[src/rtl/module_disp_scan_pkg.sv]
// Shared definitions for the four-digit multiplexed display scanner.
//   N_DIGITS     : number of scanned digits
//   ANODE_OFF    : anode-enable word with every anode off (enables are active low)
//   scan_state_e : scan FSM state
//   anode_on()   : active-low enable word with only the given digit's anode on
package module_disp_scan_pkg;

    localparam int         N_DIGITS  = 4;
    localparam logic [7:0] ANODE_OFF = 8'hFF;

    typedef enum logic {
        BLANK = 1'b0,
        SHOW  = 1'b1
    } scan_state_e;

    function automatic logic [7:0] anode_on(input logic [1:0] digit);
        anode_on = ANODE_OFF ^ (8'h01 << digit);
    endfunction

endpackage

[src/rtl/module_disp_scan.sv]
// Four-digit display scanner with blanking and a frame-synchronous data commit.
//
// Each digit slot is CLK_DIV cycles long. All anodes are off for the first
// BLANK_CYC cycles of the slot, and the selected digit's anode is on for the
// rest. A newly loaded word is held in a pending buffer. It is committed to
// data_o only at a frame boundary, so data_o never changes mid-frame.
//
// Ports
//   clk_i    in   system clock
//   rst_n_i  in   asynchronous reset, active low
//   data_i   in   [15:0] four nibbles, digit k = data_i[4k+3:4k]
//   load_i   in   single-cycle capture request for data_i
//   data_o   out  [15:0] committed display word (to the nibble mux)
//   sel_o    out  [1:0]  current digit index (to the nibble mux select)
//   en_o     out  [7:0]  active-low anode enables, [7:4] always 1
//   pend_o   out  a captured word is waiting for the next frame boundary
//   frame_o  out  high during the last cycle of each frame
//
// state | meaning
// ------+---------------------------------------------------------
// BLANK | all anodes off, lasts BLANK_CYC cycles, digit index may move
// SHOW  | anode of sel_o on, lasts CLK_DIV-BLANK_CYC cycles
module module_disp_scan
    import module_disp_scan_pkg::*;
#(
    parameter int CLK_DIV   = 10000,
    parameter int BLANK_CYC = 100
) (
    input  logic        clk_i,
    input  logic        rst_n_i,
    input  logic [15:0] data_i,
    input  logic        load_i,
    output logic [15:0] data_o,
    output logic [1:0]  sel_o,
    output logic [7:0]  en_o,
    output logic        pend_o,
    output logic        frame_o
);

    if (BLANK_CYC < 1 || CLK_DIV < BLANK_CYC + 2) begin : g_bad_params
        $fatal(1, "module_disp_scan: need BLANK_CYC >= 1 and CLK_DIV >= BLANK_CYC + 2");
    end

    localparam int             CW         = $clog2(CLK_DIV);
    localparam logic [CW-1:0]  BLANK_LAST = CW'(BLANK_CYC - 1);
    localparam logic [CW-1:0]  SHOW_LAST  = CW'(CLK_DIV - BLANK_CYC - 1);
    localparam logic [1:0]     LAST_DIGIT = 2'(N_DIGITS - 1);

    scan_state_e   state_q, state_d;
    logic [CW-1:0] cnt_q, cnt_d;
    logic [1:0]    digit_q, digit_d;
    logic [7:0]    en_q, en_d;
    logic          frame_q, frame_d;
    logic [15:0]   data_q, data_d;
    logic [15:0]   buf_q, buf_d;
    logic          pend_q, pend_d;

    always_comb begin
        state_d = state_q;
        cnt_d   = cnt_q + CW'(1);
        digit_d = digit_q;
        case (state_q)
            BLANK: begin
                if (cnt_q == BLANK_LAST) begin
                    state_d = SHOW;
                    cnt_d   = '0;
                end
            end
            SHOW: begin
                if (cnt_q == SHOW_LAST) begin
                    state_d = BLANK;
                    cnt_d   = '0;
                    digit_d = digit_q + 2'd1;
                end
            end
            default: begin
                state_d = BLANK;
                cnt_d   = '0;
            end
        endcase

        // Enables and the frame flag are registered from the next-state values
        // so they line up with state_q/digit_q without any output decode.
        en_d    = (state_d == SHOW) ? anode_on(digit_d) : ANODE_OFF;
        frame_d = (state_d == SHOW) && (cnt_d == SHOW_LAST) && (digit_d == LAST_DIGIT);

        // frame_q is high exactly in the cycle whose closing edge ends the
        // frame, so it doubles as the commit strobe for the display word.
        data_d = data_q;
        buf_d  = buf_q;
        pend_d = pend_q;
        if (frame_q) begin
            if (load_i) begin
                data_d = data_i;
                pend_d = 1'b0;
            end else if (pend_q) begin
                data_d = buf_q;
                pend_d = 1'b0;
            end
        end else if (load_i) begin
            buf_d  = data_i;
            pend_d = 1'b1;
        end
    end

    always_ff @(posedge clk_i or negedge rst_n_i) begin
        if (!rst_n_i) begin
            state_q <= BLANK;
            cnt_q   <= '0;
            digit_q <= '0;
            en_q    <= ANODE_OFF;
            frame_q <= 1'b0;
            data_q  <= '0;
            buf_q   <= '0;
            pend_q  <= 1'b0;
        end else begin
            state_q <= state_d;
            cnt_q   <= cnt_d;
            digit_q <= digit_d;
            en_q    <= en_d;
            frame_q <= frame_d;
            data_q  <= data_d;
            buf_q   <= buf_d;
            pend_q  <= pend_d;
        end
    end

    assign data_o  = data_q;
    assign sel_o   = digit_q;
    assign en_o    = en_q;
    assign pend_o  = pend_q;
    assign frame_o = frame_q;

endmodule

[config.mk]
export PLATFORM = sky130hd
export DESIGN_NAME = module_disp_scan
export DESIGN_NICKNAME = d
export VERILOG_FILES = /design/src/rtl/module_disp_scan_pkg.sv /design/src/rtl/module_disp_scan.sv
export SDC_FILE = /design/constraint.sdc
export NUM_CORES = 1
export LEC_CHECK = 0
export ABC_CLOCK_PERIOD_IN_PS = 4000
export CAP_MARGIN = 20
export CORE_ASPECT_RATIO = 0.5
export CORE_MARGIN = 2
export CORE_UTILIZATION = 56
export DETAILED_ROUTE_END_ITERATION = 10
export PLACE_DENSITY = 0.86
export SLEW_MARGIN = 30
export SYNTH_ARGS = -nofsm -noshare
export SYNTH_HDL_FRONTEND = slang
export SYNTH_SLANG_ARGS = --single-unit
[constraint.sdc]
create_clock -name clk_i -period 4 [get_ports clk_i]
set_clock_uncertainty 0.1 [all_clocks]
set_input_delay 0.6 -clock clk_i [delete_from_list [all_inputs] [get_ports clk_i]]
set_output_delay 0.6 -clock clk_i [all_outputs]
set_load 0.005 [all_outputs]
# --- Yosys cells after proc, flatten, opt, wreduce, memory -nomap -nowiden ---
# Index checks and enable logic that the tools add are counted.
op_classes:
  bitwise: 3
  n_shift: 1
  n_addsub: 2
  reduce_logical: 6
  n_eq_ne: 4
  muxes: 13
ops:
  columns: ["cell", "n"]
  rows:
  - ["2-to-1 mux 16 bit", 2]
  - ["equality test 14 bit (second input constant)", 2]
  - ["2-to-1 mux 14 bit", 2]
  - ["one-hot mux 14 bit (2 select lines)", 1]
  - ["adder 14 x 1 -> 14 bit (second input constant)", 1]
  - ["equality test 14 x 7 -> 1 bit (second input constant)", 1]
  - ["2-to-1 mux 8 bit", 1]
  - ["inverter 8 bit", 1]
  - ["left shift 1 x 2 -> 8 bit (first input constant)", 1]
  - ["2-to-1 mux 1 bit", 4]
  - ["2-to-1 mux 2 bit", 2]
  - ["AND reduction 2 bit", 2]
  - ["nonzero test 2 bit", 2]
  - ["adder 2 x 1 -> 2 bit (second input constant)", 1]
  - ["equality test 2 bit (second input constant)", 1]
  - ["logical AND 1 bit", 2]
  - ["inverter 1 bit", 2]
  - ["one-hot mux 1 bit (2 select lines)", 1]
totals:
  regBits: 59
  out_inout_bits: 28
  elab_cells: 37
  in_bits: 19

# --- Depth between registers and ports, before layout ---
logic_depth:
  word_depth: 6
  ltp_mapped: 7
  mapped_depth_nobuf: 6

# --- Least setup slack after synthesis ---
# Ideal clock, no wire load.
synth_timing:
  kind: "input to register"
  start: "in load_i"
  end: "reg buf_q[10]"
  arrival_time_ns: 1.931
  setup_slack_ns: 1.844
  setup_time_ns: 0.125
  stages: 5
  required_time_ns: 3.775
  cell_sequence: "buf_2 -> nor2b_1 -> clkbuf_1 -> buf_1 -> mux2_2"
synth_via:
  elab_chain_len: 1
synth_rtl:
  columns: ["item", "line", "source"]
  rows:
  - ["start: declaration", "module_disp_scan.sv:32", "input logic load_i,"]
  - ["AND reduction 2 bit (no line)", null, null]
  - ["end signal: assignment", "module_disp_scan.sv:123", "buf_q <= buf_d;"]
  - ["end: declaration", "module_disp_scan.sv:55", "logic [15:0] buf_q, buf_d;"]
# Every way passes these cells.
# A chain may end at the register's enable or synchronous reset.

# --- Worst setup path after layout ---
layout_timing:
  start: "reg cnt_q[0]"
  end: "reg frame_q, in the netlist frame_o"
layout_via:
  elab_chain_len: 6
  word_cells_on_any_way: 15
layout_rtl:
  columns: ["item", "line", "source"]
  rows:
  - ["start: declaration", "module_disp_scan.sv:50", "logic [CW-1:0] cnt_q, cnt_d;"]
  - ["start signal: assignment", "module_disp_scan.sv:118", "cnt_q <= cnt_d;"]
  - ["adder 14 x 1 -> 14 bit (tied with other cells)", "module_disp_scan.sv:60", "cnt_d = cnt_q + CW'(1);"]
  - ["2-to-1 mux 14 bit, on equally long branches", "module_disp_scan.sv:70, module_disp_scan.sv:64", null]
  - ["one-hot mux 14 bit (2 select lines)", "module_disp_scan.sv:62", "case (state_q)"]
  - ["equality test 14 bit", "module_disp_scan.sv:85", "frame_d = (state_d == SHOW) && (cnt_d == SHOW_LAST) && (digit_d == LAST_DIGIT);"]
  - ["logical AND 1 bit", "module_disp_scan.sv:85", null]
  - ["logical AND 1 bit (*)", "module_disp_scan.sv:85", null]
  - ["named net frame_d", "module_disp_scan.sv:53", "logic frame_q, frame_d;"]
  - ["end signal: assignment", "module_disp_scan.sv:121", "frame_q <= frame_d;"]
  - ["end: declaration", "module_disp_scan.sv:53", null]
# The timed path passes the listed nets; every way through them passes the cells marked *.

==> summary.txt <==
Final hold violation count: 0
Top cell type's share of synthesized area: 50.0%
Worst Reg-to-Reg Cells: 6
Clock Latency Late Sink: 0.31 ns
Hold-fix buffers, CTS: 0
Total of flip-flops plus latches after synthesis: 55
Diode count: 0
Status: completed
Initial Util: 58.0%
Largest net degree at the start of global routing: 45
CTS tree: yes
Worst slew margin: 56.3%
First-pass GRT wire length: 8110 um
Netlist cell types: 47
Worst setup endpoint: frame_o
Sw Pwr: 217 uW
Rows: 17
Final Critical Period: 2.29 ns
Power Internal: 799 uW
Post-CTS resize count: 0
Core ar.: 0.00440 mm2
Final period utilization: 57.2%
TritonCTS Buffers: 5
Initial DRC Count: 89
Drt via density: 5.55
Root buf cell: clkbuf_8
Sequential power share: 57.1%
Slew of the pin with the lowest slew margin: 0.653 ns
DRT Pass-1 Iters: 4
Post-route ant nets: 0
Worst vdd ir: 175 uV
Port buffer count: 42
RSZ-0062 raised after global routing: no
Leak pwr: 0.00134 uW
Fin Hold WS: 0.0537 ns
Initial antenna violation count: 0
Max Buffers Root-to-Sink: 2
Fillers: 319
Postcts setup bufs: 0
Register area: 0.00138 mm2
Final setup vio count: 0
Die height: 51.8 um
Clock power share: 35.9%
Reg2reg end: frame_o
GRT overflow: 0
Comb pwr share: 7.0%
PwrDens: 326 mW/mm2
Via count: 1,792
Async S/R FF share, synth: 100%
Crit. Startpoint: cnt_q[0]
Critical Path AT: 2.38 ns
CTS H-tree lvls: 2
CTS Sinks: 55
Mapped Area: 0.00255 mm2
Ys Warns: 0
Total track usage: 20.4%
Register area share after synthesis: 54.1%
Max FO, Critical Path: 7
Number of synthesized flops with an enable pin: 0
Area Overhead vs Synth: 21.9%
Required @ worst endpoint: 4.10 ns
Type of element launching the critical path: register
Cell taking the most area after synthesis: dfrtp_1
Routed Wire Length: 4820 um
Post-synth top cells: dfrtp_1 (51), nand2_1 (23), o21ai_0 (20)
Max Cap Viol: 0
Num ports: 47
Die Wd: 99.5 um
Synth top area cells: dfrtp_1 (50%), mux2_2 (7.1%), mux2i_1 (6.3%)
Die footprint: 0.00515 mm2
Crit. End Element: register
Hold Path Class: primary input to asynchronous set/reset pin
Slew Viols, Final: 0
Top FF cell, synth: dfrtp_1
Worst-path clk slew: 0.09 ns
Setup TNS: 0 ns
Routed len/inst: 14.9 um
Avg Synthesized Cell Area: 11.3 um2
DRC viols: 0
Start of the worst register-to-register path: cnt_q[0]
Switching Share: 21.4%
Post-Syn Instances: 227
Flop-to-flop setup slack: 1.71 ns
Share of cells above drive strength 1: 14.7%
Vias in the first global route: 1,741
Nets: 285
Multi-input gate area in the final layout: 0.00111 mm2
GPL Wtd Cong: 0.827
Cell with the most instances after synthesis: dfrtp_1
Hpwl dp: 3370 um
Crit path kind: register to register
Fmax achieved: 437 MHz
-- kinds of logic after synthesis --
family / after synthesis / synth area share (%)
flops: 55 / 54.1
mux: 32 / 13.3
fa+ha+maj: 1 / 0.490
buf+inv: 18 / 3.48
simple gates: 76 / 16.5
other cells: 1 / 0.147
compound gates: 30 / 7.25
xor+xnor: 14 / 4.80
-- cell type report --
| cell class | count | share of cell area (%) |
|---|---|---|
| repair buffers | 45 | 14.1 |
| inverters | 1 | 0.121 |
| well taps | 57 | 2.29 |
| flip-flops and latches | 55 | 44.4 |
| clock inverters | 3 | 1.41 |
| clock buffers | 5 | 2.21 |
| multi-input cells | 157 | 35.6 |
-- power by group through the flow --
stage	registers, uW	logic (uW)	clock network [uW]
final	580	71.3	364
after global routing	583	78.9	393
after global placement	589	69.8	0
after detailed placement	591	72.6	0
after CTS	580	72.7	372
after floorplan	588	38.5	0
-- how the worst min path moves through the flow --
stage                     startpoint    endpoint  slack, ns
after floorplan              rst_n_i    buf_q[0]       0.20
after global placement     data_o[0]   data_o[0]       0.36
after detailed placement  data_o[10]  data_o[10]       0.37
after CTS                    rst_n_i    cnt_q[2]       0.05
after global routing         rst_n_i    cnt_q[2]       0.07
final                        rst_n_i    cnt_q[6]       0.05
-- layer usage --
metal | part of all wire (%) | up-vias | track usage (%)
li1 | - | 857 | -
met1 | 44 | 886 | 25.7
met2 | 51 | 44 | 35.8
met3 | 4.0 | 5 | 4.44
met4 | 0.95 | 0 | 6.85
met5 | 0 | - | 0
-- flip-flops by register name (all words and copies together), names as in the netlist --
name	cells
cnt_q	14
data_o	16
buf_q	16
en_o	4
pend_o	1
frame_o	1
sel_o	2
state_q	1
-- stage by stage --
step	instances	setup slack (ns)	util, %	power, uW	cell area (um2)
detailed placement	315	1.17	68.0	664	2990
CTS	323	1.53	70.6	1030	3110
finish	323	1.71	70.7	1020	3110
global placement	315	1.28	68.0	659	2990
global route	323	1.49	70.7	1050	3110
floorplan	230	1.84	-	627	2570
-- critical path, cell delays in order (launching register included) --
cell and delay (ns):
dfrtp_1 0.42, ha_1 0.32, nand2_2 0.16, nor3_4 0.26, nand4_2 0.17, or3b_1 0.40, a2111oi_2 0.35
-- cells in the final DEF (no fill, tap or decap), types with 4 or more instances in the layout --
cell type / n
dfrtp_1: 51
o21ai_0: 19
clkbuf_8: 5
xnor2_1: 8
conb_1: 4
nand2_1: 23
clkdlybuf4s50_1: 41
xor2_1: 6
dfstp_2: 4
nor2_1: 16
mux2_2: 16
nand3_1: 7
mux2i_1: 16
Power figures use the tool's default switching activity.
